--- config.mk ---
export PLATFORM = sky130hd
export DESIGN_NAME = fwd_hazard_unit
export DESIGN_NICKNAME = d
export VERILOG_FILES = /design/src/rtl/fwd_hazard_unit.sv
export SDC_FILE = /design/constraint.sdc
export NUM_CORES = 1
export LEC_CHECK = 0
export ABC_CLOCK_PERIOD_IN_PS = 3590
export CORE_MARGIN = 5
export CORE_UTILIZATION = 46
export DETAILED_ROUTE_END_ITERATION = 8
export PLACE_DENSITY = 0.84
export SLEW_MARGIN = 0
export SYNTH_ARGS = -nofsm -noshare
export SYNTH_HDL_FRONTEND = slang
export SYNTH_SLANG_ARGS = --single-unit
--- constraint.sdc ---
create_clock -name CLOCK -period 3.59 [get_ports CLOCK]
set_input_delay 0.359 -clock CLOCK [delete_from_list [all_inputs] [get_ports CLOCK]]
set_output_delay 0.359 -clock CLOCK [all_outputs]
set_load 0.01 [all_outputs]
--- src/rtl/fwd_hazard_unit.sv ---
// Forwarding-select and load-use stall controller for N decode operands against N producer stages.
// Forward selects are registered for the EX cycle; stall/flush outputs are combinational from the FSM.
module fwd_hazard_unit #(
  parameter int REG_ADDR_W      = 5,
  parameter int NUM_SRC         = 2,
  parameter int NUM_STAGES      = 3,
  parameter int SEL_W           = 2,
  parameter int LOAD_USE_CYCLES = 1,
  parameter int CNT_W           = 16
) (
  input  logic                             CLOCK,
  input  logic                             RESET,
  input  logic [NUM_STAGES*REG_ADDR_W-1:0] wb_addr_stages,
  input  logic [NUM_STAGES-1:0]            reg_write_stages,
  input  logic                             mem_readE,
  input  logic [NUM_SRC*REG_ADDR_W-1:0]    src_addrD,
  input  logic [NUM_SRC-1:0]               src_validD,
  output logic [NUM_SRC*SEL_W-1:0]         Forward,
  output logic                             StallF,
  output logic                             StallD,
  output logic                             FlushE,
  output logic [CNT_W-1:0]                 stall_count
);

  localparam int HC_W = (LOAD_USE_CYCLES > 2) ? $clog2(LOAD_USE_CYCLES - 1) : 1;

  if (LOAD_USE_CYCLES < 1 || NUM_STAGES >= (1 << SEL_W)) begin : g_param_check
    $fatal(1, "fwd_hazard_unit: LOAD_USE_CYCLES must be >= 1 and NUM_STAGES < 2**SEL_W");
  end

  typedef enum logic {
    RUN  = 1'b0,
    HOLD = 1'b1
  } state_t;

  state_t                          r_state;
  state_t                          w_state_next;
  logic [HC_W-1:0]                 r_hold_cnt;
  logic [HC_W-1:0]                 w_hold_next;
  logic [NUM_SRC*SEL_W-1:0]        r_forward;
  logic [NUM_SRC*SEL_W-1:0]        w_fwd_next;
  logic [CNT_W-1:0]                r_stall_count;
  logic [NUM_SRC-1:0][NUM_STAGES-1:0] w_match;
  logic                            w_hazard;
  logic                            w_stall;

  // Operand/stage match matrix; register 0 is never a producer.
  always_comb begin
    w_match = '0;
    for (int j = 0; j < NUM_SRC; j++) begin
      for (int k = 0; k < NUM_STAGES; k++) begin
        w_match[j][k] = src_validD[j] && reg_write_stages[k] &&
                        (wb_addr_stages[k*REG_ADDR_W +: REG_ADDR_W] == src_addrD[j*REG_ADDR_W +: REG_ADDR_W]) &&
                        (wb_addr_stages[k*REG_ADDR_W +: REG_ADDR_W] != {REG_ADDR_W{1'b0}});
      end
    end
  end

  // Youngest-stage-wins select per operand (scan oldest to youngest) and load-use detect.
  always_comb begin
    w_fwd_next = {(NUM_SRC*SEL_W){1'b0}};
    w_hazard   = 1'b0;
    for (int j = 0; j < NUM_SRC; j++) begin
      for (int k = NUM_STAGES - 1; k >= 0; k--) begin
        w_fwd_next[j*SEL_W +: SEL_W] = w_match[j][k] ? SEL_W'(k + 1) : w_fwd_next[j*SEL_W +: SEL_W];
      end
      w_hazard = w_hazard | (mem_readE & w_match[j][0]);
    end
  end

  // Stall FSM next state; HOLD ignores detection until its countdown expires.
  always_comb begin
    w_state_next = r_state;
    w_hold_next  = r_hold_cnt;
    w_stall      = 1'b0;
    case (r_state)
      RUN: begin
        w_stall = w_hazard;
        if (w_hazard && (LOAD_USE_CYCLES > 1)) begin
          w_state_next = HOLD;
          w_hold_next  = HC_W'(LOAD_USE_CYCLES - 2);
        end else begin
          w_state_next = RUN;
        end
      end
      HOLD: begin
        w_stall = 1'b1;
        if (r_hold_cnt == {HC_W{1'b0}}) begin
          w_state_next = RUN;
        end else begin
          w_hold_next = r_hold_cnt - HC_W'(1);
        end
      end
      default: begin
        w_state_next = RUN;
        w_hold_next  = {HC_W{1'b0}};
      end
    endcase
  end

  // State, hold counter, forward selects and saturating stall counter.
  always_ff @(posedge CLOCK or posedge RESET) begin
    if (RESET) begin
      r_state       <= RUN;
      r_hold_cnt    <= {HC_W{1'b0}};
      r_forward     <= {(NUM_SRC*SEL_W){1'b0}};
      r_stall_count <= {CNT_W{1'b0}};
    end else begin
      r_state    <= w_state_next;
      r_hold_cnt <= w_hold_next;
      r_forward  <= w_stall ? {(NUM_SRC*SEL_W){1'b0}} : w_fwd_next;
      if (w_stall && (r_stall_count != {CNT_W{1'b1}})) begin
        r_stall_count <= r_stall_count + CNT_W'(1);
      end else begin
        r_stall_count <= r_stall_count;
      end
    end
  end

  // Stall outputs are forced low while reset is held, even if a hazard is present.
  assign StallF      = w_stall & ~RESET;
  assign StallD      = w_stall & ~RESET;
  assign FlushE      = w_stall & ~RESET;
  assign Forward     = r_forward;
  assign stall_count = r_stall_count;

endmodule

Word-level counts from Yosys, hierarchy flattened
Index checks and enable logic that the tools add are counted.
Widths: inputs -> output; s select.
{"block": "word_totals", "reg_bits": 22, "in_bits": 33, "output_inout_bits": 23, "wordCells": 52}
{"block": "classes", "n_addsub": 2, "n_eq_ne": 7, "muxes": 11, "bitwise": 6, "n_reduce_logical": 22}
{"operator": "$eq 5x5->1", "n": 6}
{"operator": "$logic_and 1x1->1", "n": 19}
{"operator": "$add 16x1->16 const B", "n": 1}
{"operator": "$ne 16x16->1 const B", "n": 1}
{"operator": "$reduce_bool 5->1", "n": 3}
{"operator": "$mux 2", "n": 6}
{"operator": "$mux 4", "n": 1}
{"operator": "$pmux 1 s2", "n": 2}
{"operator": "$and 1x1->1", "n": 3}
{"operator": "$mux 1", "n": 2}
{"operator": "$not 1->1", "n": 2}
{"operator": "$or 1x1->1", "n": 1}
{"operator": "$sub 1x1->1 const B", "n": 1}

Depth between registers and ports, before layout
Gate-level depths: netlist of the first run.
{"block": "logic_depth", "word_depth": 7, "depth_mapped": 8, "ltp_nobuf": 7}

Worst setup path before layout of the first run
Ideal clock, no wire load.
{"block": "synth_timing", "kind": "in2out", "from": "in wb_addr_stages[1]", "to": "out StallD", "t_arrival_ns": 1.801, "t_required_ns": 3.231, "path_slack_ns": 1.430, "stages": 6, "n_path_buf": 1, "path_cell_list": "or4_1 o21a_1 and2_1 o21a_1 and2_1 buf_4"}
{"block": "synth_via", "elab_chain_len": 7, "word_cells_on_any_way": 12}
{"element": "from (decl)", "line": "13", "source": "input logic [NUM_STAGES*REG_ADDR_W-1:0] wb_addr_stages,"}
{"element": "$eq 5x5->1", "line": "53", "source": "(wb_addr_stages[k*REG_ADDR_W +: REG_ADDR_W] == src_addrD[j*REG_ADDR_W +: REG_ADDR_W]) &&"}
{"element": "$logic_and 1x1->1", "line": "52", "source": "w_match[j][k] = src_validD[j] && reg_write_stages[k] &&"}
{"element": "$logic_and 1x1->1", "line": "53"}
{"element": "$and 1x1->1", "line": "67", "source": "w_hazard = w_hazard | (mem_readE & w_match[j][0]);"}
{"element": "$or 1x1->1 (*)", "line": "67"}
{"element": "$pmux 1 s2 (*)", "line": "76", "source": "case (r_state)"}
{"element": "$and 1x1->1 (*)"}
{"element": "to (decl)", "line": "20", "source": "output logic StallD,"}
Mark *: on every way between the ends. The rest lies on a longest branch, timed or not.

Worst setup path after layout of the first run
{"block": "layout_timing", "from": "in wb_addr_stages[1]", "to": "out FlushE"}
{"block": "layout_via", "elab_chain_len": 7, "word_cells_on_any_way": 12}
{"element": "$eq 5x5->1", "line": "53"}
{"element": "$logic_and 1x1->1", "line": "52"}
{"element": "$logic_and 1x1->1", "line": "53"}
{"element": "$and 1x1->1", "line": "67"}
{"element": "$or 1x1->1 (*)", "line": "67"}
{"element": "$pmux 1 s2 (*)", "line": "76"}
{"element": "$and 1x1->1 (*)", "line": "123", "source": "assign FlushE = w_stall & ~RESET;"}
{"element": "to (decl)", "line": "21", "source": "output logic FlushE,"}
Marks and branches as above.

==> summary.txt, run 1 <==
Worst setup path
  – Critical Path, Cell by Cell: clkdlybuf4s50_1 -> or4_1 -> o21a_1 -> and2_1 -> o21a_1 -> and2_1 -> clkdlybuf4s50_1
  – CP max stage delay: 0.54 ns
  – R2r setup slk: 1.59 ns
  – CP Launch Type: input port
  – Crit-path max FO: 4
  – Req. time, crit path: 3.23 ns
  – Reg2reg end: stall_count[1]$_DFFE_PP0P_
  – Slowest CP cell: or4_1
  – Kind of end point of the critical path: output pin
  – Crit Reg-Reg Startpoint: stall_count[0]$_DFFE_PP0P_
  – Crit path arrival time: 2.67 ns
  – Crit Path Category: input port to output pin
  – R2R depth: 8

STA
  – Setup tns final: 0 ns
  – Slew margin rel.: between 50 and 60%
  – Clock Skew: 0.00286 ns
  – Fmax: 330 MHz
  – Final setup vio count: 0
  – Worst-Margin Slew: approximately 0.7 ns
  – Final hold vios: 0
  – Max-slew violation count: 0
  – Minimum clock period: about 3.0 ns
  – Final Cycle Share: 84.4%
  – Hold WS: 0.377 ns
  – RSZ-0062 raised after global routing: false

Routing
  – Wirelength per Cell: 15.5 µm
  – Vias: 1320
  – DR WL met2: around 1.9 mm
  – Top layer in use: met4
  – Antenna Violating Nets Remaining: 0
  – Number of vias per cell: 5.57
  – Total wire length: 3.68 mm
  – Initial DRC count: 113
  – WL met3: 256 µm
  – WL met1: between 1 and 1.5 mm
  – DRT Pass-1 Iters: 4
  – DRC: 0

Yosys
  – Syn Area/Cell: around 9.5 µm²
  – Unique masters post-synth: 27
  – Register area share after synthesis: 35.9%
  – Syn. warnings: 0
  – Synth Instances: 147
  – Synth Register Bits: 20
  – Mapped cell area: 1390 µm²
  – Syn nets: around 180

Floorplanning
  – Die X: about 65 µm
  – Die Span Y: 65.0 µm
  – Die area: 4230 µm²
  – Core ar.: ~3000 µm²
  – Top-level port count: 56
  – Row cnt: 20
  – Initial Util: between 40% and 50%

Clocking
  – Clock latency on the worst-skew pair: a little under 0.3 ns
  – # H-tree levels: 1
  – Clk slew on worst S/H paths: 0.11 ns
  – # resized after CTS: 0
  – Sink Count: 20
  – CTS Buf Count: 3
  – CTS root buf: clkbuf_4
  – Clk buf depth: 2
  – CTS tree: done
  – Post CTS Setup Buffer Count: 0
  – Hold Buf Count CTS: 0

Global route
  – Vias in the first global route: 1380
  – Global-route wire length before repair: 6.07 mm
  – GR Overflow Total: 0
  – Gr usage total: 18.3%
  – Initial antenna violation count: 0
  – Maximum number of pins on one net before global-route repair: 22

Cells and area
  – Area Growth Syn to Fin: 43.8%
  – Commonest non-fill, non-tap cells in the layout: clkdlybuf4s50_1 (55), xor2_1 (37), dfrtp_1 (20), nor4_1 (10)
  – Final Non-Filler Cells: between 200 and 250
  – Post-route cell area: roughly 2000 µm²
  – Antenna cells: 0
  – Share of layout cells above drive strength 1: 5.39%
  – End-of-flow core utilization: 67.2%
  – Commonest non-fill, non-tap cell in the layout: clkdlybuf4s50_1
  – Final nets: 239

Placed design
  – Buffers on Ports: 55
  – Final Wtd Congestion: 0.900
  – Placed cell count: ~230
  – DP Area: 1970 µm²
  – Final HPWL DP: approximately 3 mm

Power
  – VDD IR max: 0.0989 mV
  – Leak pwr: 0.859 nW
  – PwrDens: 249 nW/µm²

Status
  – Outcome: finished, final reports clean

Hold path
  – Class of the worst hold path: input port to asynchronous set/reset pin

Job
  – Number of max-cap violations: 0
[worst max-delay path, delay by kind of cell]
| kind | cells | cell delay, ns |
|---|---|---|
| AO/OA/AOI/OAI | 2 | 0.43 |
| buffers and inverters | 2 | 0.96 |
| AND/OR/NAND/NOR | 3 | 0.92 |
[how the worst max path moves through the flow]
stage / from / endpoint / slack, ns / cells after the start
CTS: wb_addr_stages[1] / FlushE / 0.54 / 7
global route: src_addrD[6] / StallD / 0.38 / 8
detailed placement: wb_addr_stages[1] / FlushE / 0.54 / 7
finish: wb_addr_stages[1] / FlushE / 0.56 / 7
floorplan: wb_addr_stages[1] / StallD / 1.43 / 6
global placement: wb_addr_stages[1] / FlushE / 0.60 / 7
[synth_stat cells]
library cell	count	area share [%]
nand2_1	9	2.4
o21ai_0	1	0.36
dfrtp_1	20	36
a211oi_1	2	1.1
o21ai_2	1	0.63
nor4_2	1	0.90
xnor2_1	8	5.0
buf_6	1	0.81
nor4_1	10	4.5
nor4_4	1	1.5
nand3_1	9	3.2
mux2_2	1	0.81
ha_1	1	0.90
xor2_1	37	23
nor3b_1	1	0.54
inv_1	3	0.81
and2_1	4	1.8
and3_1	2	0.90
nor3_1	8	2.9
or2_1	1	0.45
nor2_1	7	1.9
or4_1	3	1.6
a21oi_1	2	0.72
or2_2	1	0.45
nand4_1	5	2.2
o21a_1	5	2.7
buf_4	3	1.6
[cell type report]
cell class	instances	area (µm²)
clock buffer	4	36.3
multi-input combinational	120	847
tap	33	41.3
inverter	3	11.3
sequential	20	500
fill	243	976
timing repair buffer	57	566
[routing by layer]
metal	vias up	GRT usage, %
met1	626	18.8
met5	-	0
met3	11	4.33
met2	57	34.7
met4	0	8.03
li1	626	-
[stage by stage]
step                setup slack [ns]  power [W]
floorplan                       1.43   0.000298
global placement               0.596   0.000374
detailed placement             0.545   0.000376
CTS                            0.542   0.000501
global route                   0.380   0.000524
finish                         0.561   0.000499
[registers in the layout, indices dropped and copies added (netlist names)]
name         flops
Forward          4
stall_count     16
[cells by family after synthesis]
group | after synthesis | synth area share (%)
AND/OR/NAND/NOR | 62 | 25.3
AO/OA/AOI/OAI | 11 | 5.48
multiplexers | 1 | 0.809
XOR/XNOR | 45 | 28.3
flip-flops | 20 | 35.9
adder cells (fa/ha/maj) | 1 | 0.898
buffers and inverters | 7 | 3.23
[power by group]
| group | leakage (nW) | switching [W] | internal (W) |
|---|---|---|---|
| Sequential | 0.273 | 0.00000947 | 0.000234 |
| Clock | 0.0210 | 0.0000662 | 0.0000618 |
| Combinational | 0.565 | 0.0000553 | 0.0000731 |
No activity file was read; power rests on OpenSTA's default activity.
==> run 2, diff against run 1 <==
--- a/config.mk
+++ b/config.mk
@@ -5,11 +5,11 @@
 export SDC_FILE = /design/constraint.sdc
 export NUM_CORES = 1
 export LEC_CHECK = 0
-export ABC_CLOCK_PERIOD_IN_PS = 3590
+export ABC_CLOCK_PERIOD_IN_PS = 2500
 export CORE_MARGIN = 5
-export CORE_UTILIZATION = 46
+export CORE_UTILIZATION = 39
 export DETAILED_ROUTE_END_ITERATION = 8
-export PLACE_DENSITY = 0.84
+export PLACE_DENSITY = 0.76
 export SLEW_MARGIN = 0
 export SYNTH_ARGS = -nofsm -noshare
 export SYNTH_HDL_FRONTEND = slang
==> constraint.sdc (replaced) <==
create_clock -name CLOCK -period 2.5 [get_ports CLOCK]
set_input_delay 0.25 -clock CLOCK [delete_from_list [all_inputs] [get_ports CLOCK]]
set_output_delay 0.25 -clock CLOCK [all_outputs]
set_load 0.01 [all_outputs]
==> run 2 against run 1 <==
Hold slack lost 0.094 ns; combinational power grew 60%; cell area grew 7.8%; largest cell class unchanged.
==> summary.txt, run 2 (synthesis results as in run 1) <==
STA
  – Minimum clock period: 2.39 ns
  – Worst-Margin Slew: 0.448 ns
  – Slew margin rel.: 69.8%
  – Final hold vios: 0
  – Fmax: 418 MHz
  – Max-slew violation count: 0
  – Clock Skew: around 0.0026 ns
  – Final setup vio count: 0
  – Final Cycle Share: between 90% and 100%
  – RSZ-0062 raised after global routing: false

Status
  – Outcome: finished, final reports clean

Power
  – PwrDens: 347 nW/µm²
  – Leak pwr: 0.973 nW
  – VDD IR max: about 0.18 mV

Cells and area
  – Post-route cell area: 2160 µm²
  – Commonest non-fill, non-tap cell in the layout: clkdlybuf4s50_1
  – Antenna cells: 0
  – Fill cells: 278
  – Area Growth Syn to Fin: 55.0%
  – End-of-flow core utilization: 63.7%
  – Share of layout cells above drive strength 1: between 10% and 20%
  – Max FFs per register: 16
  – Final nets: 259
  – Commonest non-fill, non-tap cells in the layout: clkdlybuf4s50_1 (50), xor2_1 (37), buf_4 (22), dfrtp_1 (20), nor4_1 (10)

Placed design
  – DP Area: between 2000 and 2500 µm²
  – Final Wtd Congestion: about 0.96
  – Buffers on Ports: 55
  – Final HPWL DP: 3.38 mm

Clocking
  – Clock latency on the worst-skew pair: ~0.31 ns
  – CTS Buf Count: 3
  – CTS tree: done
  – # H-tree levels: 1
  – Clk buf depth: 2
  – Clk slew on worst S/H paths: approximately 0.12 ns
  – Sink Count: 20
  – CTS root buf: clkbuf_4

Routing
  – Vias: 1382
  – Wirelength per Cell: approximately 15 µm
  – Initial DRC count: 63
  – WL met1: ~1.6 mm
  – Antenna Violating Nets Remaining: 0
  – Top layer in use: met4
  – WL met3: 198 µm
  – DRC: 0
  – DR WL met2: 2.20 mm
  – Number of vias per cell: 5.12
  – Total wire length: 4.02 mm
  – DRT Pass-1 Iters: 4

Floorplanning
  – Core ar.: around 3400 µm²
  – Top-level port count: 56
  – Die X: 69.8 µm
  – Die Span Y: roughly 70 µm
  – Initial Util: 41.1%
  – Die area: 4870 µm²
  – Row cnt: 21

Global route
  – Initial antenna violation count: 0
  – Maximum number of pins on one net before global-route repair: 21
  – GR Overflow Total: 0
  – Gr usage total: 16.3%
  – Global-route wire length before repair: 6.51 mm
  – Vias in the first global route: between 1k and 1.5k

Worst setup path
  – CP Buf/Inv Count: 2
  – Cell family with most CP delay: simple AND/OR/NAND/NOR gates
  – Crit path arrival time: 2.14 ns
  – Slowest CP cell: or4_4
  – Req. time, crit path: 2.25 ns
  – Kind of end point of the critical path: output pin
  – Crit Path Category: input port to output pin
  – Crit-path max FO: 3
  – CP max stage delay: approximately 0.54 ns
  – Critical Path, Cell by Cell: clkdlybuf4s50_1 -> or4_4 -> o21a_1 -> and2_1 -> o21a_1 -> and2_1 -> clkbuf_2
  – CP Launch Type: input port

Job
  – Number of max-cap violations: 0

Hold path
  – Class of the worst hold path: input port to asynchronous set/reset pin
==> run 2: cell type report <==
type	instances	area (µm²)	area share, %
clock buffer	4	36.3	1.68
inverter	3	11.3	0.522
multi-input combinational	120	851	39.4
sequential	20	500	23.2
tap	46	57.6	2.67
timing repair buffer	77	702	32.5
==> run 2: timing repair <==
action,in CTS,in global routing
cloned,0,0
hold buffers,0,0
buffers inserted,1,0
setup endpoints to repair,3,3
pin swaps,1,1
gates resized for setup,5,7
==> run 2: stage by stage <==
stage	cells	setup TNS, ns	hold slack, ns	setup slack, ns	total power (W)
4_1_cts	270	-0.0428	0.289	-0.0219	0.000754
3_5_place_dp	265	-0.746	0.485	-0.256	0.000563
3_3_place_gp	265	-0.605	0.479	-0.202	0.000558
2_1_floorplan	147	0	0.219	0.558	0.000428
5_1_grt	270	0	0.328	0.0142	0.000782
6_report	270	0	0.283	0.107	0.000749
==> run 2: path summary, 6_finish.rpt <==
path	startpoint	cells past startpoint	slack (ns)	end
max	wb_addr_stages[1]	7	0.11	FlushE
min	RESET	3	0.28	Forward[2]$_DFF_PP0_
max reg2reg	stall_count[0]$_DFFE_PP0P_	8	0.67	stall_count[15]$_DFFE_PP0P_
min reg2reg	stall_count[13]$_DFFE_PP0P_	1	0.51	stall_count[13]$_DFFE_PP0P_
max in group asynchronous	RESET	3	2.00	Forward[0]$_DFF_PP0_
min in group CLOCK	stall_count[13]$_DFFE_PP0P_	1	0.51	stall_count[13]$_DFFE_PP0P_
==> run 2: layer usage <==
metal  vias up  track usage [%]
met1       652             17.4
met5         -                0
met4         0             3.62
li1        669                -
met2        56             33.1
met3         5             2.17
==> run 2: power by group <==
part | internal [W] | switching [W] | total [W]
Combinational | 0.000120 | 0.0000851 | 0.000205
Clock | 0.0000889 | 0.000105 | 0.000194
Sequential | 0.000335 | 0.0000150 | 0.000350
Total | 0.000544 | 0.000205 | 0.000749
==> run 2: tightest hold or removal path: stages <==
cell	delay [ns]
clkdlybuf4s50_1	0.40
inv_1	0.07
buf_4	0.27
